## src/rtl/uart_pkg.sv

```systemverilog
// Shared types and constants for the UART receive path.
package uart_pkg;

   localparam int   P_DATA_BITS   = 8;
   localparam logic P_PARITY_EVEN = 1'b0;

   typedef enum logic [2:0] {
      S_IDLE   = 3'd0,
      S_START  = 3'd1,
      S_DATA   = 3'd2,
      S_PARITY = 3'd3,
      S_STOP   = 3'd4,
      S_BREAK  = 3'd5
   } state_t;

endpackage

```

## src/rtl/sync_2ff.sv

```systemverilog
// Two-flop synchronizer for a single asynchronous input; reset value is selectable
// so an idle-high line does not look like an edge when reset releases.
module sync_2ff #(
   parameter logic RESET_VAL = 1'b1
) (
   input  logic clk,
   input  logic rst_n,
   input  logic d,
   output logic q
);

   logic meta;

   always_ff @(posedge clk or negedge rst_n) begin
      if (!rst_n) begin
         meta <= RESET_VAL;
         q    <= RESET_VAL;
      end else begin
         meta <= d;
         q    <= meta;
      end
   end

endmodule

```

## src/rtl/uart_rx.sv

```systemverilog
// Mid-bit sampling UART receiver (8N1, or 8E1 when UART_RX_PARITY_EN is defined).
// Good bytes appear on data_o with a one-cycle rx_done_o; faulty frames are flagged and dropped.
module uart_rx
   import uart_pkg::*;
#(
   parameter int CLKS_PER_BIT = 434
) (
   input  logic       clk,
   input  logic       rst_n,
   input  logic       rx_i,
   output logic [7:0] data_o,
   output logic       rx_done_o,
   output logic       frame_err_o,
   output logic       parity_err_o,
   output logic       busy_o
);

   localparam int            CW        = $clog2(CLKS_PER_BIT);
   localparam logic [CW-1:0] HALF_LAST = CW'(CLKS_PER_BIT / 2 - 1);
   localparam logic [CW-1:0] BIT_LAST  = CW'(CLKS_PER_BIT - 1);
   localparam logic [CW-1:0] CNT_ONE   = CW'(1);
   localparam logic [2:0]    LAST_BIT  = 3'(P_DATA_BITS - 1);

   state_t                 state;
   state_t                 state_next;
   logic                   rx_s;
   logic [CW-1:0]          clk_cnt;
   logic [2:0]             bit_cnt;
   logic [P_DATA_BITS-1:0] shift_q;
   logic [7:0]             data_q;
   logic                   done_q;
   logic                   ferr_q;
   logic                   cnt_clr;
   logic                   shift_en;
   logic                   done_set;
   logic                   ferr_set;
`ifdef UART_RX_PARITY_EN
   logic                   perr;
   logic                   perr_q;
   logic                   perr_set;
   logic                   perr_load;
`endif

   sync_2ff #(.RESET_VAL(1'b1)) u_sync (
      .clk   (clk),
      .rst_n (rst_n),
      .d     (rx_i),
      .q     (rx_s)
   );

   always_comb begin
      state_next = state;
      cnt_clr    = 1'b0;
      shift_en   = 1'b0;
      done_set   = 1'b0;
      ferr_set   = 1'b0;
`ifdef UART_RX_PARITY_EN
      perr_set   = 1'b0;
      perr_load  = 1'b0;
`endif
      case (state)
         S_IDLE: begin
            cnt_clr = 1'b1;
            if (!rx_s) state_next = S_START;
         end
         S_START: begin
            if (clk_cnt == HALF_LAST) state_next = rx_s ? S_IDLE : S_DATA;
         end
         S_DATA: begin
            // Counter restarts at every sample, so non power-of-two bit periods work.
            if (clk_cnt == BIT_LAST) begin
               shift_en = 1'b1;
               cnt_clr  = 1'b1;
               if (bit_cnt == LAST_BIT) begin
`ifdef UART_RX_PARITY_EN
                  state_next = S_PARITY;
`else
                  state_next = S_STOP;
`endif
               end
            end
         end
`ifdef UART_RX_PARITY_EN
         S_PARITY: begin
            if (clk_cnt == BIT_LAST) begin
               perr_load  = 1'b1;
               state_next = S_STOP;
            end
         end
`endif
         S_STOP: begin
            // Framing error wins over a parity error; leaving at mid-stop catches a back-to-back start.
            if (clk_cnt == BIT_LAST) begin
               if (!rx_s) begin
                  ferr_set   = 1'b1;
                  state_next = S_BREAK;
               end
`ifdef UART_RX_PARITY_EN
               else if (perr) begin
                  perr_set   = 1'b1;
                  state_next = S_IDLE;
               end
`endif
               else begin
                  done_set   = 1'b1;
                  state_next = S_IDLE;
               end
            end
         end
         S_BREAK: begin
            cnt_clr = 1'b1;
            if (rx_s) state_next = S_IDLE;
         end
         default: state_next = S_IDLE;
      endcase
      if (state_next != state) cnt_clr = 1'b1;
   end

   always_ff @(posedge clk or negedge rst_n) begin
      if (!rst_n) begin
         state   <= S_IDLE;
         clk_cnt <= '0;
         bit_cnt <= '0;
         shift_q <= '0;
         data_q  <= '0;
         done_q  <= 1'b0;
         ferr_q  <= 1'b0;
      end else begin
         state   <= state_next;
         clk_cnt <= cnt_clr ? '0 : clk_cnt + CNT_ONE;
         if (state == S_START)  bit_cnt <= '0;
         else if (shift_en)     bit_cnt <= bit_cnt + 3'd1;
         if (shift_en) shift_q <= {rx_s, shift_q[P_DATA_BITS-1:1]};
         if (done_set) data_q  <= shift_q;
         done_q  <= done_set;
         ferr_q  <= ferr_set;
      end
   end

`ifdef UART_RX_PARITY_EN
   // Even parity: data bits XOR parity bit must come out as P_PARITY_EVEN.
   always_ff @(posedge clk or negedge rst_n) begin
      if (!rst_n) begin
         perr   <= 1'b0;
         perr_q <= 1'b0;
      end else begin
         if (state == S_START) perr <= 1'b0;
         else if (perr_load)   perr <= ((^shift_q) ^ rx_s) != P_PARITY_EVEN;
         perr_q <= perr_set;
      end
   end

   assign parity_err_o = perr_q;
`else
   assign parity_err_o = 1'b0;
`endif

   assign data_o      = data_q;
   assign rx_done_o   = done_q;
   assign frame_err_o = ferr_q;
   assign busy_o      = (state != S_IDLE);

endmodule

```

## config.mk

```make
export PLATFORM = sky130hd
export DESIGN_NAME = uart_rx
export DESIGN_NICKNAME = d
export VERILOG_FILES = /design/src/rtl/uart_pkg.sv /design/src/rtl/sync_2ff.sv /design/src/rtl/uart_rx.sv
export SDC_FILE = /design/constraint.sdc
export NUM_CORES = 1
export LEC_CHECK = 0
export CAP_MARGIN = 10
export CORE_MARGIN = 2
export CORE_UTILIZATION = 29
export CTS_BUF_LIST = sky130_fd_sc_hd__clkbuf_8
export DETAILED_ROUTE_END_ITERATION = 7
export GPL_ROUTABILITY_DRIVEN = 1
export SLEW_MARGIN = 20
export SYNTH_ARGS = -nofsm -noshare
export SYNTH_HDL_FRONTEND = slang
export SYNTH_SLANG_ARGS = --single-unit
```

## constraint.sdc

```tcl
create_clock -name clk -period 1.8 [get_ports clk]
set_input_delay 0.36 -clock clk [delete_from_list [all_inputs] [get_ports clk]]
set_output_delay 0.36 -clock clk [all_outputs]
set_load 0.02 [all_outputs]
```

==> results of run 1 <==
-- repair_timing --
| item | in CTS | in global routing |
|---|---|---|
| endpoints found under the setup margin | 1 | 9 |
| pin swaps | 0 | 1 |
| gates resized for setup | 1 | 3 |
-- worst register-to-register path: stages (launching register included) --
cell and delay [ns]:
dfrtp_1 0.45, nand4bb_1 0.43, or4_1 0.59, o211ai_1 0.10
-- per-layer routing --
metal  wire (microns)  global-route usage [%]  up-vias
met3              134                   3.333        7
met1             1559                   15.88      568
met4               59                   5.593        0
li1                 -                       -      561
met5                0                       0        -
met2             1479                   15.66       23
-- metrics by stage --
| step | area, sq um | cells | util, % |
|---|---|---|---|
| after global routing | 2132 | 238 | 36.44 |
| after global placement | 1983 | 230 | 33.90 |
| after floorplan | 1737 | 140 | - |
| after CTS | 2118 | 238 | 36.21 |
| final | 2132 | 238 | 36.44 |
| after detailed placement | 1983 | 230 | 33.90 |
-- final timing paths --
| check | start | to |
|---|---|---|
| min | u_sync.meta | u_sync.q |
| max reg2reg | clk_cnt[6] | bit_cnt[1] |
| min reg2reg | u_sync.meta | u_sync.q |
| min in group asynchronous | rst_n | state[2] |
| max | state[2] | busy_o |
| max in group asynchronous | rst_n | u_sync.q |
-- cell families after synthesis --
kind of cell,after synthesis
XOR/XNOR,4
flip-flops,35
multiplexers,16
other,1
adder cells (fa/ha/maj),5
buffers and inverters,9
AND/OR/NAND/NOR,43
AO/OA/AOI/OAI,27
-- registers in the layout (all words and copies together), names as in the netlist, 3 cells and up --
name,flops
clk_cnt,9
data_o,8
shift_q,8
bit_cnt,3
state,3
-- cells in the final DEF, fill, tap and decap left out, types with 3 or more instances in the layout --
| cell type | count |
|---|---|
| dfrtp_1 | 33 |
| clkdlybuf4s50_1 | 12 |
| mux2_1 | 8 |
| mux2_4 | 8 |
| buf_4 | 8 |
| a21oi_1 | 6 |
| nand2_1 | 6 |
| or3_1 | 5 |
| o21ai_0 | 5 |
| ha_1 | 5 |
| clkbuf_8 | 5 |
| nand3_1 | 4 |
| a22oi_1 | 4 |
| inv_1 | 3 |
| xor2_1 | 3 |
-- cell type report --
| type | instances | area [sq um] | area share, % |
|---|---|---|---|
| tap | 75 | 93.84 | 4.401 |
| multi-input combinational | 96 | 823.3 | 38.62 |
| clock buffer | 5 | 68.82 | 3.228 |
| inverter | 3 | 11.26 | 0.5282 |
| clock inverter | 3 | 67.56 | 3.169 |
| sequential | 35 | 878.3 | 41.20 |
| timing repair buffer | 21 | 188.9 | 8.862 |
-- power by group --
group | switching (mW) | internal [mW] | total [mW]
clock network | 0.293 | 0.552 | 0.845
logic | 0.0167 | 0.00552 | 0.0222
registers | 0.00232 | 0.790 | 0.792
==> flow_metrics.env, run 1 <==
export IMPL_ir_drop_uv=473.9
export IMPL_synth_area_per_cell_sq_um=12.40
export IMPL_clock_tree_buffer_depth=2
export IMPL_dp_hpwl_mm=2.204
export IMPL_ys_seq_area_share_pct=50.58
export IMPL_p_leak_nw=0.9843
export IMPL_period_share_pct=95.44
export IMPL_htree_levels=2
export IMPL_netlist_instances=140
export IMPL_crit_chain="or3_1 > dlygate4sd2_1"
export IMPL_rows=28
export IMPL_worstPathRequired_ns=1.44
export IMPL_start_util_pct=29.68
export IMPL_cts_setup_buffers=0
export IMPL_max_cap_viol_count=0
export IMPL_synth_seq_cells=35
export IMPL_setup_viol=0
export IMPL_dieArea_sq_um=6624
export IMPL_p_per_area_nw_per_um2=778.6
export IMPL_drt_iter0_drc=103
export IMPL_wl_per_cell_microns=13.58
export IMPL_coreArea_sq_um=5851
export IMPL_timing_fmax_mhz=582.1
export IMPL_yosys_top_cells_count="33 x dfrtp_1, 8 x mux2_1, 8 x mux2_4"
export IMPL_crit_fanout=2
export IMPL_power_mw=1.660
export IMPL_place_port_buffers=13
export IMPL_cts_buffers=5
export IMPL_synthSimpleGateAreaFrac_pct=18.37
export IMPL_hold_viol=0
export IMPL_synth_compound_area_share_pct=10.30
export IMPL_viasPerCell=4.870
export IMPL_final_layout_size_suffix_gt1_share_pct=19.63
export IMPL_root_buffer="clkbuf_8"
export IMPL_syn_to_final_growth_pct=22.77
export IMPL_path_clk_slew_ns=0.07
export IMPL_fp_dieW_microns=81.39
export IMPL_final_max_slew_violation_count=0
export IMPL_vias=1159
export IMPL_reg2regPathDepth=3
export IMPL_cp_depth=2
export IMPL_setup_tns_ns=0
export IMPL_gp_congestion=0.8006
export IMPL_yosysMostFrequentCell="dfrtp_1"
export IMPL_async_flop_share_pct=100.0
export IMPL_fin_worst_skew_ns=0.008332
export IMPL_synth_area_sq_um=1737
export IMPL_clk_latency_ns=0.29
export IMPL_crit_path_start_kind="flip-flop"
export IMPL_antennaDiodeCount=0
export IMPL_whs_path_depth=0
export IMPL_rsz0062_at_grt="no"
export IMPL_routed_wl_mm=3.232
export IMPL_firstDrtPassIters=4
export IMPL_path_class="flip-flop to output pin"
export IMPL_cp_slowest_cell="dfrtp_1"
export IMPL_synth_edf_count=0
export IMPL_synth_top_family_by_area="simple AND/OR/NAND/NOR gates"
export IMPL_synth_fa_ha_area_share_pct=3.602
export IMPL_grt_start_max_net_pins=36
export IMPL_synth_top_cell_area_share_pct=47.55
export IMPL_synth_area_top_cells="dfrtp_1 48%, mux2_4 6.9%, mux2_1 5.2%"
export IMPL_ios=15
export IMPL_setup_slack_ns=0.08207
export IMPL_status="complete, no violations"
export IMPL_crit_path_max_incr_delay_ns=0.38
export IMPL_cts_hold_buf=0
export IMPL_yosysWarnings=0
export IMPL_track_usage_pct=11.30
export IMPL_antenna_found_initial=0
export IMPL_arrival_ns=1.36
export IMPL_synth_ff_type="dfrtp_1"
export IMPL_grt_overflow=0
export IMPL_holdWs_ns=0.3576
export IMPL_grt_first_pass_wirelength_mm=5.595
export IMPL_min_path_type="flip-flop to flip-flop"
export IMPL_fin_nets=170
export IMPL_end_kind="output pin"
export IMPL_grt_pass1_vias=1120
export IMPL_crit_family="flip-flops"
export IMPL_muxShareOfSynthArea_pct=12.10
export IMPL_die_y_microns=81.39
export IMPL_cts_sinks=35
export IMPL_cts_tree="yes"
export IMPL_period_needed_ns=1.718
export IMPL_r2r_slack_ns=0.15
export IMPL_yosysTopAreaCell="dfrtp_1"
export IMPL_ant_nets=0
export IMPL_critPathBufInv=1
export IMPL_dpl_worst_slack_ns=0.1013
export IMPL_fill_cells=562
export IMPL_ys_types=48
export IMPL_synthXorXnorAreaFrac_pct=2.017
export IMPL_drc=0
export IMPL_synth_nets=148
Note: power is estimated with default switching activity, not from simulation.
==> run 2: changes to the inputs <==
CTS_CLUSTER_SIZE = 8   (was unset)
==> results of run 2 <==
No change in the layout: final DEF, timing and power equal those of run 1.
==> edit: new RTL, flow settings as in run 1 <==
Put one more register stage on the output `data_o`. The value now appears one clock later. The other outputs are not delayed to match. Comments in the files are not updated.
--- a/src/rtl/uart_rx.sv
+++ b/src/rtl/uart_rx.sv
@@ -155,7 +155,9 @@
    assign parity_err_o = 1'b0;
 `endif
 
-   assign data_o      = data_q;
+   always_ff @(posedge clk) begin
+      data_o <= data_q;
+   end
    assign rx_done_o   = done_q;
    assign frame_err_o = ferr_q;
    assign busy_o      = (state != S_IDLE);
Check against the original RTL: no difference found for any inputs over 10 cycles, from zero or initial values and one cycle with rst_n low; that may be too few to reach the edited logic, so the function may still have changed.
==> edit against run 1 <==
Worst setup slack worse by 0.0057 ns. Power down 2.3%. Wire length up 1.5%. Die area grew 8.8%. Clock power down 26%. Clock skew decreased by 0.0021 ns. Synthesized area rose by 9.2%. Global-route usage decreased by 1.4 points. Sequential cell count up 8. Cell area grew 6.8%.
==> edit: results (changes against run 1) <==
wire per inst: 13.1 µm (was 13.6 µm)
mux contribution to synthesized area: 11.1% (was 12.1%)
clock sink total: 43 (was 35)
xor/xnor share of the synthesized area: 1.85% (was 2.02%)
Final Skew: 0.00621 ns (was 0.00833 ns)
dpl ws: 0.118 ns (was 0.101 ns)
Post-Synth Adder-Cell Area: 3.30% (was 3.60%)
R2R Setup Slk: 0.13 ns (was 0.15 ns)
Commonest cells post-synth: dfrtp_1 (33), dfxtp_1 (8), mux2_1 (8), mux2_4 (8) (was dfrtp_1 (33), mux2_1 (8), mux2_4 (8))
LEAKAGE: 1.06 nW (was 0.984 nW)
total track usage: 9.94% (was 11.3%)
status: complete, no violations (unchanged)
post-placement cell count: 243 (was 230)
pwr dens: 712 nW/µm² (was 779 nW/µm²)
RD Place Congestion: 0.766 (was 0.801)
Vias/cell: 4.82 (was 4.87)
Die W: 84.9 µm (was 81.4 µm)
first-pass GRT wire length: 5660 µm (was 5600 µm)
fillers: 600 (was 562)
layout cell share with drive strength beyond 1: 19.5% (was 19.6%)
Cells after Synth: 148 (was 140)
WHS: 0.353 ns (was 0.358 ns)
FF-to-FF path depth: 5 (was 3)
Yosys cell types: 49 (was 48)
final HPWL from detailed placement: 2320 µm (was 2200 µm)
FF-to-FF Start: clk_cnt[1] (was clk_cnt[6])
RR Endpoint: data_q[5] (was bit_cnt[1])
-- edit: changes by cell type after synthesis --
cell            run 1  this run
dfxtp_1             0         8
-- edit: worst max-delay path by stage --
stage                     startpoint    endpoint  slack (ns)  cells after the start
final                       state[2]      busy_o        0.08                      2
after global routing      clk_cnt[1]  clk_cnt[8]       0.005                      5
after CTS                   state[2]      busy_o        0.05                      2
after detailed placement  clk_cnt[1]   data_q[3]        0.12                      5
after global placement    clk_cnt[0]  clk_cnt[8]        0.14                      5
after floorplan           clk_cnt[1]   data_q[0]        0.20                      6
-- edit: routing by layer --
metal / wire length (µm) / GRT usage, % / part of all wire (%)
met4: 68 / 4.33 / 2.1
met2: 1530 / 15.0 / 47
met3: 84 / 2.92 / 2.6
met1: 1600 / 13.3 / 49
met5: 0 / 0 / 0
-- edit: report_power, final --
| group | switching (mW) | leakage, nW | total, mW | internal, mW |
|---|---|---|---|---|
| Clock | 0.350 | 0.0443 | 0.628 | 0.277 |
| Combinational | 0.0175 | 0.480 | 0.0261 | 0.00860 |
| Sequential | 0.00202 | 0.532 | 0.968 | 0.966 |
| Total | 0.370 | 1.06 | 1.62 | 1.25 |
-- edit: cells by family (layout without fill, tap and decap cells) --
kind of cell / after synthesis / count (layout)
AOI/OAI and AO/OA: 27 / 27
xor gates and xnor gates: 4 / 4
adders and majority gates: 5 / 5
buffers and inverters: 9 / 35
DFF: 43 / 43
muxes: 16 / 16
other: 1 / 1
and+or+nand+nor: 43 / 43
-- edit: area by class of cell --
cell class              instances  area share [%]
flip-flops and latches         43            45.6
repair buffers                 24            9.84
clock inverters                 3            1.10
multi-input cells              96            35.7
well taps                      77            4.23
clock buffers                   5            3.02
inverters                       3           0.495
